$ cat src/rtl/pipe_rr_sched.sv
// Round-robin / fixed-priority scheduler feeding a shared two-stage OR datapath.
// Aligns each winner's A operand with stage 1 and returns the tagged result two cycles later.
module pipe_rr_sched #(
    parameter int NREQ = 4,
    parameter int W    = 1,
    parameter int IDW  = 2
) (
    input  logic              clk,
    input  logic              rst,
    input  logic [NREQ-1:0]   req,
    input  logic [NREQ*W-1:0] op_d,
    input  logic [NREQ*W-1:0] op_a,
    input  logic              rr_en,
    output logic [NREQ-1:0]   gnt,
    output logic [W-1:0]      pipe_d,
    output logic [W-1:0]      pipe_a,
    input  logic [W-1:0]      pipe_y,
    output logic              resp_valid,
    output logic [IDW-1:0]    resp_id,
    output logic [W-1:0]      resp_data,
    output logic              busy
);

    logic [IDW-1:0]  r_ptr;
    logic [W-1:0]    r_a_hold;
    logic            r_v1;
    logic            r_v2;
    logic [IDW-1:0]  r_id1;
    logic [IDW-1:0]  r_id2;

    logic [NREQ-1:0] w_scan;
    logic [IDW-1:0]  w_base;
    logic [IDW-1:0]  w_off;
    logic [IDW:0]    w_sum;
    logic [IDW-1:0]  w_win;
    logic [IDW-1:0]  w_ptr_nxt;
    logic            w_issue;
    logic [W-1:0]    w_opa;

    // Rotate requests so the scan always starts at bit 0, then undo the rotation.
    always_comb begin
        w_base = rr_en ? r_ptr : '0;
        w_scan = rr_en ? NREQ'({req, req} >> r_ptr) : req;
        w_off  = '0;
        for (int j = NREQ - 1; j >= 0; j--) begin
            if (w_scan[j]) begin
                w_off = IDW'(j);
            end
        end
        w_sum = {1'b0, w_base} + {1'b0, w_off};
        if (w_sum >= (IDW+1)'(NREQ)) begin
            w_sum = w_sum - (IDW+1)'(NREQ);
        end
        w_win     = w_sum[IDW-1:0];
        w_ptr_nxt = (w_win == IDW'(NREQ - 1)) ? '0 : w_win + IDW'(1);
        w_issue   = rst && (|req);
    end

    always_comb begin
        gnt    = '0;
        pipe_d = '0;
        w_opa  = '0;
        for (int i = 0; i < NREQ; i++) begin
            if (w_issue && (w_win == IDW'(i))) begin
                gnt[i] = 1'b1;
                pipe_d = op_d[i*W +: W];
                w_opa  = op_a[i*W +: W];
            end
        end
    end

    always_ff @(posedge clk) begin
        if (!rst) begin
            r_ptr    <= '0;
            r_a_hold <= '0;
            r_v1     <= 1'b0;
            r_v2     <= 1'b0;
            r_id1    <= '0;
            r_id2    <= '0;
        end else begin
            r_a_hold <= w_issue ? w_opa : '0;
            r_v1     <= w_issue;
            r_id1    <= w_issue ? w_win : '0;
            r_v2     <= r_v1;
            r_id2    <= r_id1;
            if (w_issue && rr_en) begin
                r_ptr <= w_ptr_nxt;
            end
        end
    end

    assign pipe_a     = r_a_hold;
    assign resp_valid = r_v2;
    assign resp_id    = r_id2;
    assign resp_data  = pipe_y;
    assign busy       = r_v1 | r_v2;

endmodule

$ cat config.mk
export PLATFORM = sky130hd
export DESIGN_NAME = pipe_rr_sched
export DESIGN_NICKNAME = d
export VERILOG_FILES = /design/src/rtl/pipe_rr_sched.sv
export SDC_FILE = /design/constraint.sdc
export NUM_CORES = 1
export LEC_CHECK = 0
export ABC_AREA = 1
export BUFFER_PORTS_ARGS = -buffer_cell sky130_fd_sc_hd__buf_2
export CORE_MARGIN = 8
export CORE_UTILIZATION = 40
export DETAILED_ROUTE_END_ITERATION = 6
export PLACE_DENSITY = 0.68
export SYNTH_ARGS = -nofsm -noshare
export SYNTH_HDL_FRONTEND = slang
export SYNTH_SLANG_ARGS = --single-unit
$ cat constraint.sdc
create_clock -name clk -period 5.2 [get_ports clk]
set_input_delay 0.52 -clock clk [delete_from_list [all_inputs] [get_ports clk]]
set_output_delay 0.52 -clock clk [all_outputs]
set_load 0.02 [all_outputs]
==> reports/metrics.cfg, run 1 <==
[sta]
fin_skew_ns=0.00109
tightest_slew_ns=0.257
max_slew_margin_pct=82.9
tns_ns=0
slew_viol_final=0
grt_setup_unrepaired=false
layout_min_cycle_time_ns=3.39
setup_violations=0
hold_violations=0
timing.final.crit_share_pct=65.2
max_freq_ghz=0.295

[drt]
drc=0
via_per_inst=4.44
routedWlPerCell_microns=9.48
first_pass_iters=4
drt_iter0_markers=17
num_vias=706
ant_nets=0
wl_mm=1.51

[setup_path]
required_ns=4.68
path_common_cell=nand2_1
arrival_ns=2.87
critPathLaunchType=flip-flop
critical_path_buf_inv_count=6
slowest_stage=dfxtp_1
cp_top_family=simple AND/OR/NAND/NOR gates
end_kind=output pin
crit_path_max_incr_delay_ns=0.46
r2r_setup_slack_ns=2.67
worst-path-max-fanout=7
path_depth=23
r2r_cells=22
worst-setup-path-type=flip-flop to output pin
crit_chain=inv_2, nand2_1, nand2_1, nand2_1, nand2_1, nor2_2, o21ai_1, a21oi_1, ha_1, inv_1, xor2_1, inv_1, nand3_1, nand2_1, inv_1, ha_1, inv_1, nor2_1, nand2_1, nand3_1, nand3_1, nand2_1, buf_2

[synthesis]
syn_area_sq_um=692
yosysWarnings=0
ys_seq_elements=9
yosys.cell_types.count=18
synth_area_leaders=dfxtp_1 26%, nand2_1 23%, inv_1 11%
seq_area_frac_synth_pct=26.0
synthCells=115
synthesis.nets=136
yosys.area.top_type=dfxtp_1
synth_top_area_share_pct=26.0
syn-mean-instance-area_sq_um=6.02

[power_and_ir_drop]
ir_drop_uv=121
p_leak_nw=0.540
p_per_area_nw_per_um2=295

[die]
die_w_microns=57.6
die-area_sq_um=3320
start_util_pct=41.4
num_rows=15
core_sq_um=1670
chipHeight_microns=57.6
io-pin-count=27

[layout]
area_delta_synth_final_pct=23.1
num_antenna_cells=0
stdcell_area_sq_um=852
nets=164
drive_gt1_share_pct=27.5

[status]
run_status=finished clean

[clock_tree]
post_cts_buffers=0
path_clk_slew_ns=0.05
clock_latency_ns=0.24
clkSinkCount=9
ctsLongestPathBuffers=2
cts_resized=0
cts_buffers=3
clock-root-buffer=clkbuf_4
htree_levels=1
cts_tree=yes
cts-hold-fix-buffers=0

[global_route]
grt-ovfl-total=0
antenna_found_initial=0
track_usage_pct=9.66
grt_pass1_wl_mm=2.65
grt_pass1_vias=613
grt_max_degree=8

[hold_path]
hold_depth=2
min_path_type=flip-flop to flip-flop

[placed_design]
port_buffers=24
placedInstanceArea_sq_um=826
place.gp.congestion=0.872
dp_hpwl_mm=1.31

[job]
maxCapViolations=0

-- final cells by class --
type,instances,area [sq um]
fill,178,818
clock buffer,4,26.3
tap,17,21.3
timing repair buffer,24,120
multi-input combinational,82,418
inverter,23,86.3
sequential,9,180
-- worst min-delay path: cells and delay by family, from the launching register on --
family / cells / cell delay [ns]
flops: 1 / 0.31
buf+inv: 1 / 0.04
simple gates: 1 / 0.05
-- registers in the layout, indices dropped and copies added, names as in the netlist --
name        flops
r_id1           2
r_ptr           2
resp_id         2
pipe_a          1
r_v1            1
resp_valid      1
-- per-layer routing --
layer	routed length, microns	up-vias	share of wire [%]	GRT usage (%)
li1	-	396	-	-
met5	0	-	0	0
met1	707	301	47	12.9
met3	73	0	4.8	1.79
met4	0	0	0	4.29
met2	727	9	48	14.5
-- report_power, final --
group	internal (mW)	switching (mW)	total (mW)
Clock	0.0293	0.0200	0.0493
Sequential	0.0795	0.00633	0.0858
Combinational	0.0420	0.0741	0.116
-- synth_stat cells --
cell type,n
or2_2,1
nor2_1,8
nand2_1,43
o21ai_0,3
inv_2,3
nor2_2,3
buf_4,1
a21oi_1,3
nand3_2,3
nand2_2,1
o21ai_1,1
dfxtp_1,9
ha_1,5
inv_1,20
nand3_1,7
nor2_4,1
xor2_1,1
or2_1,2
-- final timing paths --
check,startpoint,to
hold / removal,r_id1[1]$_SDFF_PN0_,resp_id[1]$_SDFF_PN0_
hold reg to reg,r_id1[1]$_SDFF_PN0_,resp_id[1]$_SDFF_PN0_
setup / recovery,r_ptr[0]$_SDFFE_PN0P_,pipe_d
setup reg to reg,r_ptr[0]$_SDFFE_PN0P_,pipe_a$_SDFF_PN0_
-- logic make-up (layout without fill, tap and decap cells) --
kind of cell	after synthesis	in the layout	synth area share [%]
fa+ha+maj	5	5	9.04
flops	9	9	26.0
xor+xnor	1	1	1.27
simple gates	69	69	45.0
buf+inv	24	51	13.6
compound gates	7	7	5.06
-- layout by cell type, fill, tap and decap left out --
master	n
o21ai_1	1
nand3_2	3
o21ai_0	3
or2_2	1
nor2_4	1
nand2_2	1
nand2_1	43
nor2_1	8
clkbuf_1	1
nor2_2	3
buf_2	24
inv_2	3
ha_1	5
nand3_1	7
clkbuf_4	3
inv_1	20
or2_1	2
xor2_1	1
a21oi_1	3
dfxtp_1	9
-- stage by stage --
stage | instances | power, mW | worst slack (ns) | util (%) | hold slack (ns)
2_1_floorplan | 115 | 0.171 | 2.07 | - | 0.390
3_3_place_gp | 155 | 0.202 | 1.99 | 49.4 | 0.396
3_5_place_dp | 155 | 0.204 | 1.94 | 49.4 | 0.407
4_1_cts | 159 | 0.256 | 1.80 | 51.0 | 0.422
5_1_grt | 159 | 0.278 | 1.34 | 51.0 | 0.439
6_report | 159 | 0.251 | 1.81 | 51.0 | 0.417
Note: power is estimated with default switching activity, not from simulation.
==> run 2: changes to the inputs <==
--- a/config.mk
+++ b/config.mk
@@ -10,7 +10,7 @@
 export CORE_MARGIN = 8
 export CORE_UTILIZATION = 40
 export DETAILED_ROUTE_END_ITERATION = 6
-export PLACE_DENSITY = 0.68
+export PLACE_DENSITY = 0.7
 export SYNTH_ARGS = -nofsm -noshare
 export SYNTH_HDL_FRONTEND = slang
 export SYNTH_SLANG_ARGS = --single-unit
==> constraint.sdc (replaced) <==
create_clock -name clk -period 2.96 [get_ports clk]
set_input_delay 0.296 -clock clk [delete_from_list [all_inputs] [get_ports clk]]
set_output_delay 0.296 -clock clk [all_outputs]
set_load 0.02 [all_outputs]
==> run 2 against run 1 <==
Total power rose by 110%. Sequential share of layout area fell by 2.9 points. Largest cell class unchanged. First-iteration DRC count fell by 65%. Utilization rose by 9.7 points.
==> reports/metrics.cfg, run 2 (synthesis gave the netlist of run 1 again) <==
[sta]
fin_ws_ns=0.0532  ; -1.76 ns
hold_violations=0  ; unchanged
tightest_slew_ns=0.202  ; -0.0549 ns
slew_viol_final=0  ; unchanged
hold_ws_ns=0.244  ; -0.173 ns
layout_min_cycle_time_ns=2.91
timing.final.crit_share_pct=98.2
max_freq_ghz=0.344
grt_setup_unrepaired=true
setup_violations=0  ; unchanged
fin_skew_ns=0.00298  ; +0.00189 ns
max_slew_margin_pct=86.5  ; +3.6 points

[drt]
drt_iter0_markers=6  ; -11
via_per_inst=4.54  ; +2.2%
m1WireLength_microns=784  ; +11%
drc=0  ; unchanged
routedWlPerCell_microns=10.3  ; +8.4%
top_layer_used=met4
wl_met2_microns=863  ; +19%
met3_wirelength_microns=35  ; -52%
wl_mm=1.70  ; +13%
first_pass_iters=4  ; unchanged
ant_nets=0  ; unchanged
num_vias=749  ; +6.1%

[layout]
nets=170  ; +3.7%
num_antenna_cells=0  ; unchanged
final_common_cell=nand2_1
area_delta_synth_final_pct=46.7
fin_cells=165  ; +3.8%
final_cell_mix=32 x nand2_1, 22 x buf_2, 16 x inv_1
stdcell_area_sq_um=1010  ; +19%
drive_gt1_share_pct=48.6  ; +21 points

[die]
die-area_sq_um=3320  ; unchanged
chipHeight_microns=57.6  ; unchanged
io-pin-count=27  ; unchanged
core_sq_um=1670  ; unchanged
die_w_microns=57.6  ; unchanged
start_util_pct=41.4  ; unchanged
num_rows=15  ; unchanged

[setup_path]
worst-path-max-fanout=4  ; -3
critPathLaunchType=flip-flop
end_kind=output pin
cp-startpoint=r_ptr[0]$_SDFFE_PN0P_
arrival_ns=2.61  ; -0.26 ns
r2r_start=r_ptr[0]$_SDFFE_PN0P_
worst-setup-path-type=flip-flop to output pin
required_ns=2.66  ; -2.02 ns

[global_route]
grt_pass1_vias=709  ; +16%
track_usage_pct=10.4  ; +0.70 points
grt_max_degree=7  ; -1
grt-ovfl-total=0  ; unchanged
grt_pass1_wl_mm=2.84  ; +7.0%
antenna_found_initial=0  ; unchanged

[placed_design]
dp_hpwl_mm=1.32  ; +0.20%
port_buffers=24  ; unchanged
place.gp.congestion=0.864  ; -0.94%
placed_cells=155  ; unchanged
placedInstanceArea_sq_um=826  ; unchanged
place_worst_setup_slack_ns=0.0752  ; -1.86 ns

[power_and_ir_drop]
ir_drop_uv=232  ; +92%
p_leak_nw=0.587  ; +8.7%
p_per_area_nw_per_um2=521  ; +77%

[status]
run_status=finished clean

[hold_path]
min_path_type=input port to flip-flop
hp-start=op_a[3]

[clock_tree]
clock-root-buffer=clkbuf_4
path_clk_slew_ns=0.06  ; about the same
cts_buffers=3  ; unchanged
htree_levels=1  ; unchanged
clkSinkCount=9  ; unchanged
clock_latency_ns=0.25  ; about the same
ctsLongestPathBuffers=2  ; unchanged
cts_tree=yes

[job]
maxCapViolations=0  ; unchanged

-- run 2: cell types whose count changed in the layout (fill, tap and decap cells not counted), sizes merged --
cell,change
buf,+6
-- run 2: stage by stage --
step	TNS, ns	power [mW]	utilization, %
2_1_floorplan	0	0.301	-
3_3_place_gp	0	0.355	49.4
3_5_place_dp	0	0.359	49.4
4_1_cts	0	0.462	52.7
5_1_grt	-0.247	0.574	60.7
6_report	0	0.529	60.7
-- run 2: path summary, 6_finish.rpt --
path                           endpoint  slack, ns  cells after the start
setup reg to reg      pipe_a$_SDFF_PN0_       0.53                     23
setup / recovery                 pipe_d       0.05                     23
hold / removal        pipe_a$_SDFF_PN0_       0.24                      3
hold reg to reg   resp_id[1]$_SDFF_PN0_       0.42                      2
-- run 2: per-layer routing --
metal | vias up | track usage (%)
met5 | - | 0
li1 | 405 | -
met2 | 7 | 18.0
met3 | 2 | 0.897
met1 | 335 | 11.8
met4 | 0 | 6.43
-- run 2: area by class of cell --
class                   count  area (sq um)
fillers                   172           656
multi-input cells          82           515
flip-flops and latches      9           185
repair buffers             30           178
inverters                  23          88.8
clock buffers               4          26.3
well taps                  17          21.3
-- run 2: repair_timing --
action | 4_1_cts | 5_1_grt
hold buffers | 0 | 0
resized for setup | 6 | 31
pin swaps | 2 | 13
setup buffers | 2 | 4
endpoints found under the setup margin | 1 | 3
-- run 2: report_power, final --
group	internal (mW)	switching, mW
combinational	0.121	0.168
sequential	0.140	0.0105
clock	0.0515	0.0366
-- run 2: worst max-delay path, cell delays in order (launching register included) --
cell and delay [ns]:
dfxtp_4 0.37, inv_4 0.04, nand2_2 0.05, nand2_2 0.05, nand2_2 0.05, nand2_2 0.06
nor2_2 0.11, o21ai_1 0.07, a21oi_1 0.15, ha_2 0.19, inv_2 0.04, xor2_2 0.16
inv_1 0.07, nand3_2 0.08, nand2_2 0.07, inv_2 0.09, ha_4 0.13, inv_2 0.03
nor2_4 0.11, nand3_2 0.08, nand3_2 0.08, nand3_2 0.06, nand2_2 0.07, buf_6 0.11
==> run 3: changes to the inputs <==
--- a/config.mk
+++ b/config.mk
@@ -7,10 +7,12 @@
 export LEC_CHECK = 0
 export ABC_AREA = 1
 export BUFFER_PORTS_ARGS = -buffer_cell sky130_fd_sc_hd__buf_2
+export CELL_PAD_IN_SITES_DETAIL_PLACEMENT = 1
+export CELL_PAD_IN_SITES_GLOBAL_PLACEMENT = 1
 export CORE_MARGIN = 8
-export CORE_UTILIZATION = 40
+export CORE_UTILIZATION = 28
 export DETAILED_ROUTE_END_ITERATION = 6
-export PLACE_DENSITY = 0.7
+export PLACE_DENSITY_LB_ADDON = 0.1
 export SYNTH_ARGS = -nofsm -noshare
 export SYNTH_HDL_FRONTEND = slang
 export SYNTH_SLANG_ARGS = --single-unit
==> run 3 against run 2 <==
Combinational power grew 7%. First-iteration DRC count grew 130%. Sequential share of layout area shrank 0.33 points. Critical path type unchanged. Critical endpoint unchanged.
==> reports/metrics.cfg, run 3 (synthesis gave the netlist of run 1 again) <==
[sta]
max_freq_ghz=0.338  ; -1.7%
fin_ws_ns=0.00315  ; -0.0500 ns
slew_viol_final=0  ; unchanged
setup_violations=0  ; unchanged
tightest_slew_ns=0.199  ; -0.00315 ns
layout_min_cycle_time_ns=2.96  ; +0.0500 ns
grt_setup_unrepaired=true
hold_violations=0  ; unchanged
fin_skew_ns=0.00178  ; -0.00120 ns
max_slew_margin_pct=86.7  ; +0.21 points
timing.final.crit_share_pct=99.9  ; +1.7 points

[setup_path]
worst-path-max-fanout=5  ; +1
critPathLaunchType=flip-flop
worst-setup-path-type=flip-flop to output pin
required_ns=2.66  ; about the same
end_kind=output pin
arrival_ns=2.66  ; +0.05 ns

[clock_tree]
path_clk_slew_ns=0.06  ; about the same
clock_latency_ns=0.25  ; about the same
cts-hold-fix-buffers=0  ; unchanged
cts_tree=yes
cts_buffers=3  ; unchanged
htree_levels=1  ; unchanged
ctsLongestPathBuffers=2  ; unchanged
clock-root-buffer=clkbuf_4
clkSinkCount=9  ; unchanged

[power_and_ir_drop]
p_leak_nw=0.593  ; +1.0%
ir_drop_uv=320  ; +38%
p_per_area_nw_per_um2=532  ; +2.2%

[die]
core_sq_um=2410  ; +44%
chipHeight_microns=65.7  ; +14%
start_util_pct=28.7  ; -13 points
io-pin-count=27  ; unchanged
num_rows=18  ; +3
die-area_sq_um=4320  ; +30%
die_w_microns=65.7  ; +14%

[drt]
drc=0  ; unchanged
drt_iter0_markers=14  ; +8
routedWlPerCell_microns=11.8  ; +15%
wl_mm=2.11  ; +24%
num_vias=775  ; +3.5%
via_per_inst=4.35  ; -4.1%
first_pass_iters=4  ; unchanged
ant_nets=0  ; unchanged

[job]
maxCapViolations=0  ; unchanged

[layout]
drive_gt1_share_pct=45.9  ; -2.7 points
num_antenna_cells=0  ; unchanged
final_cell_mix=37 x nand2_1, 21 x buf_2, 16 x inv_1
area_delta_synth_final_pct=49.4
fin_cells=178  ; +7.9%
nets=170  ; unchanged
seq_area_sq_um=185  ; unchanged
final_common_cell=nand2_1
num-fill-cells=325  ; +89%
multi_input_comb_area_sq_um=510  ; -0.97%

[global_route]
grt_max_degree=7  ; unchanged
antenna_found_initial=0  ; unchanged
grt_pass1_vias=774  ; +9.2%
grt-ovfl-total=0  ; unchanged
track_usage_pct=10.1  ; -0.21 points
grt_pass1_wl_mm=3.48  ; +23%

[placed_design]
port_buffers=24  ; unchanged
dp_hpwl_mm=1.73  ; +31%
place_worst_setup_slack_ns=0.0219  ; -0.0532 ns
placed_cells=170  ; +9.7%
place.gp.congestion=0.802  ; -7.1%

[status]
run_status=finished clean

[hold_path]
min_path_type=input port to flip-flop

## run 3: layout make-up
class	count	share of cell area [%]
Timing Repair Buffer	30	17.4
Sequential cell	9	17.9
Tap cell	30	3.63
Inverter	23	9.08
Multi-Input combinational cell	82	49.4
Clock buffer	4	2.54
## run 3: power by group
group	switching, mW	leakage (nW)	internal (mW)
Sequential	0.0113	0.0754	0.140
Combinational	0.178	0.502	0.130
Clock	0.0387	0.0150	0.0517
Total	0.228	0.593	0.322
## run 3: routing by layer
layer | wire, microns | vias up | track usage [%] | share of wire [%]
met1 | 961 | 346 | 12.5 | 46
met5 | 0 | - | 0 | 0
met4 | 31 | 0 | 4.09 | 1.5
met2 | 1030 | 14 | 17.2 | 49
met3 | 84 | 4 | 1.36 | 4.0
li1 | - | 411 | - | -
## run 3: critical path, stage by stage (launching register included)
cell	delay, ns
dfxtp_4	0.38
inv_4	0.05
nand2_2	0.05
nand2_2	0.05
nand2_1	0.06
nand2_1	0.06
nor2_2	0.12
o21ai_1	0.09
a21oi_1	0.14
ha_2	0.19
inv_2	0.04
xor2_2	0.17
inv_1	0.07
nand3_2	0.10
nand2_4	0.11
ha_2	0.19
nand2_4	0.06
or2_1	0.22
nand3_2	0.07
nand2_1	0.06
buf_6	0.13
## run 3: metrics by stage
| step | cell area, sq um | power (mW) | utilization [%] | hold slack, ns | TNS, ns |
|---|---|---|---|---|---|
| global route | 1030 | 0.597 | 42.9 | 0.246 | -0.233 |
| floorplan | 692 | 0.301 | - | 0.389 | 0 |
| global placement | 857 | 0.367 | 35.6 | 0.398 | 0 |
| detailed placement | 857 | 0.375 | 35.6 | 0.406 | 0 |
| finish | 1030 | 0.550 | 42.9 | 0.254 | 0 |
| CTS | 1000 | 0.536 | 41.5 | 0.251 | -0.0301 |
## run 3: worst paths after layout
kind,from,end,slack (ns),cells past startpoint
setup / recovery,r_ptr[0]$_SDFFE_PN0P_,pipe_d,0.003,20
hold / removal,op_a[3],pipe_a$_SDFF_PN0_,0.25,3
setup reg to reg,r_ptr[0]$_SDFFE_PN0P_,pipe_a$_SDFF_PN0_,0.49,23
hold reg to reg,r_id1[0]$_SDFF_PN0_,resp_id[0]$_SDFF_PN0_,0.43,2
## run 3: repair_timing
| item | in CTS | in global routing |
|---|---|---|
| resized for setup | 28 | 9 |
| setup buffers | 4 | 1 |
| pin swaps | 11 | 9 |
| setup endpoints to repair | 3 | 4 |
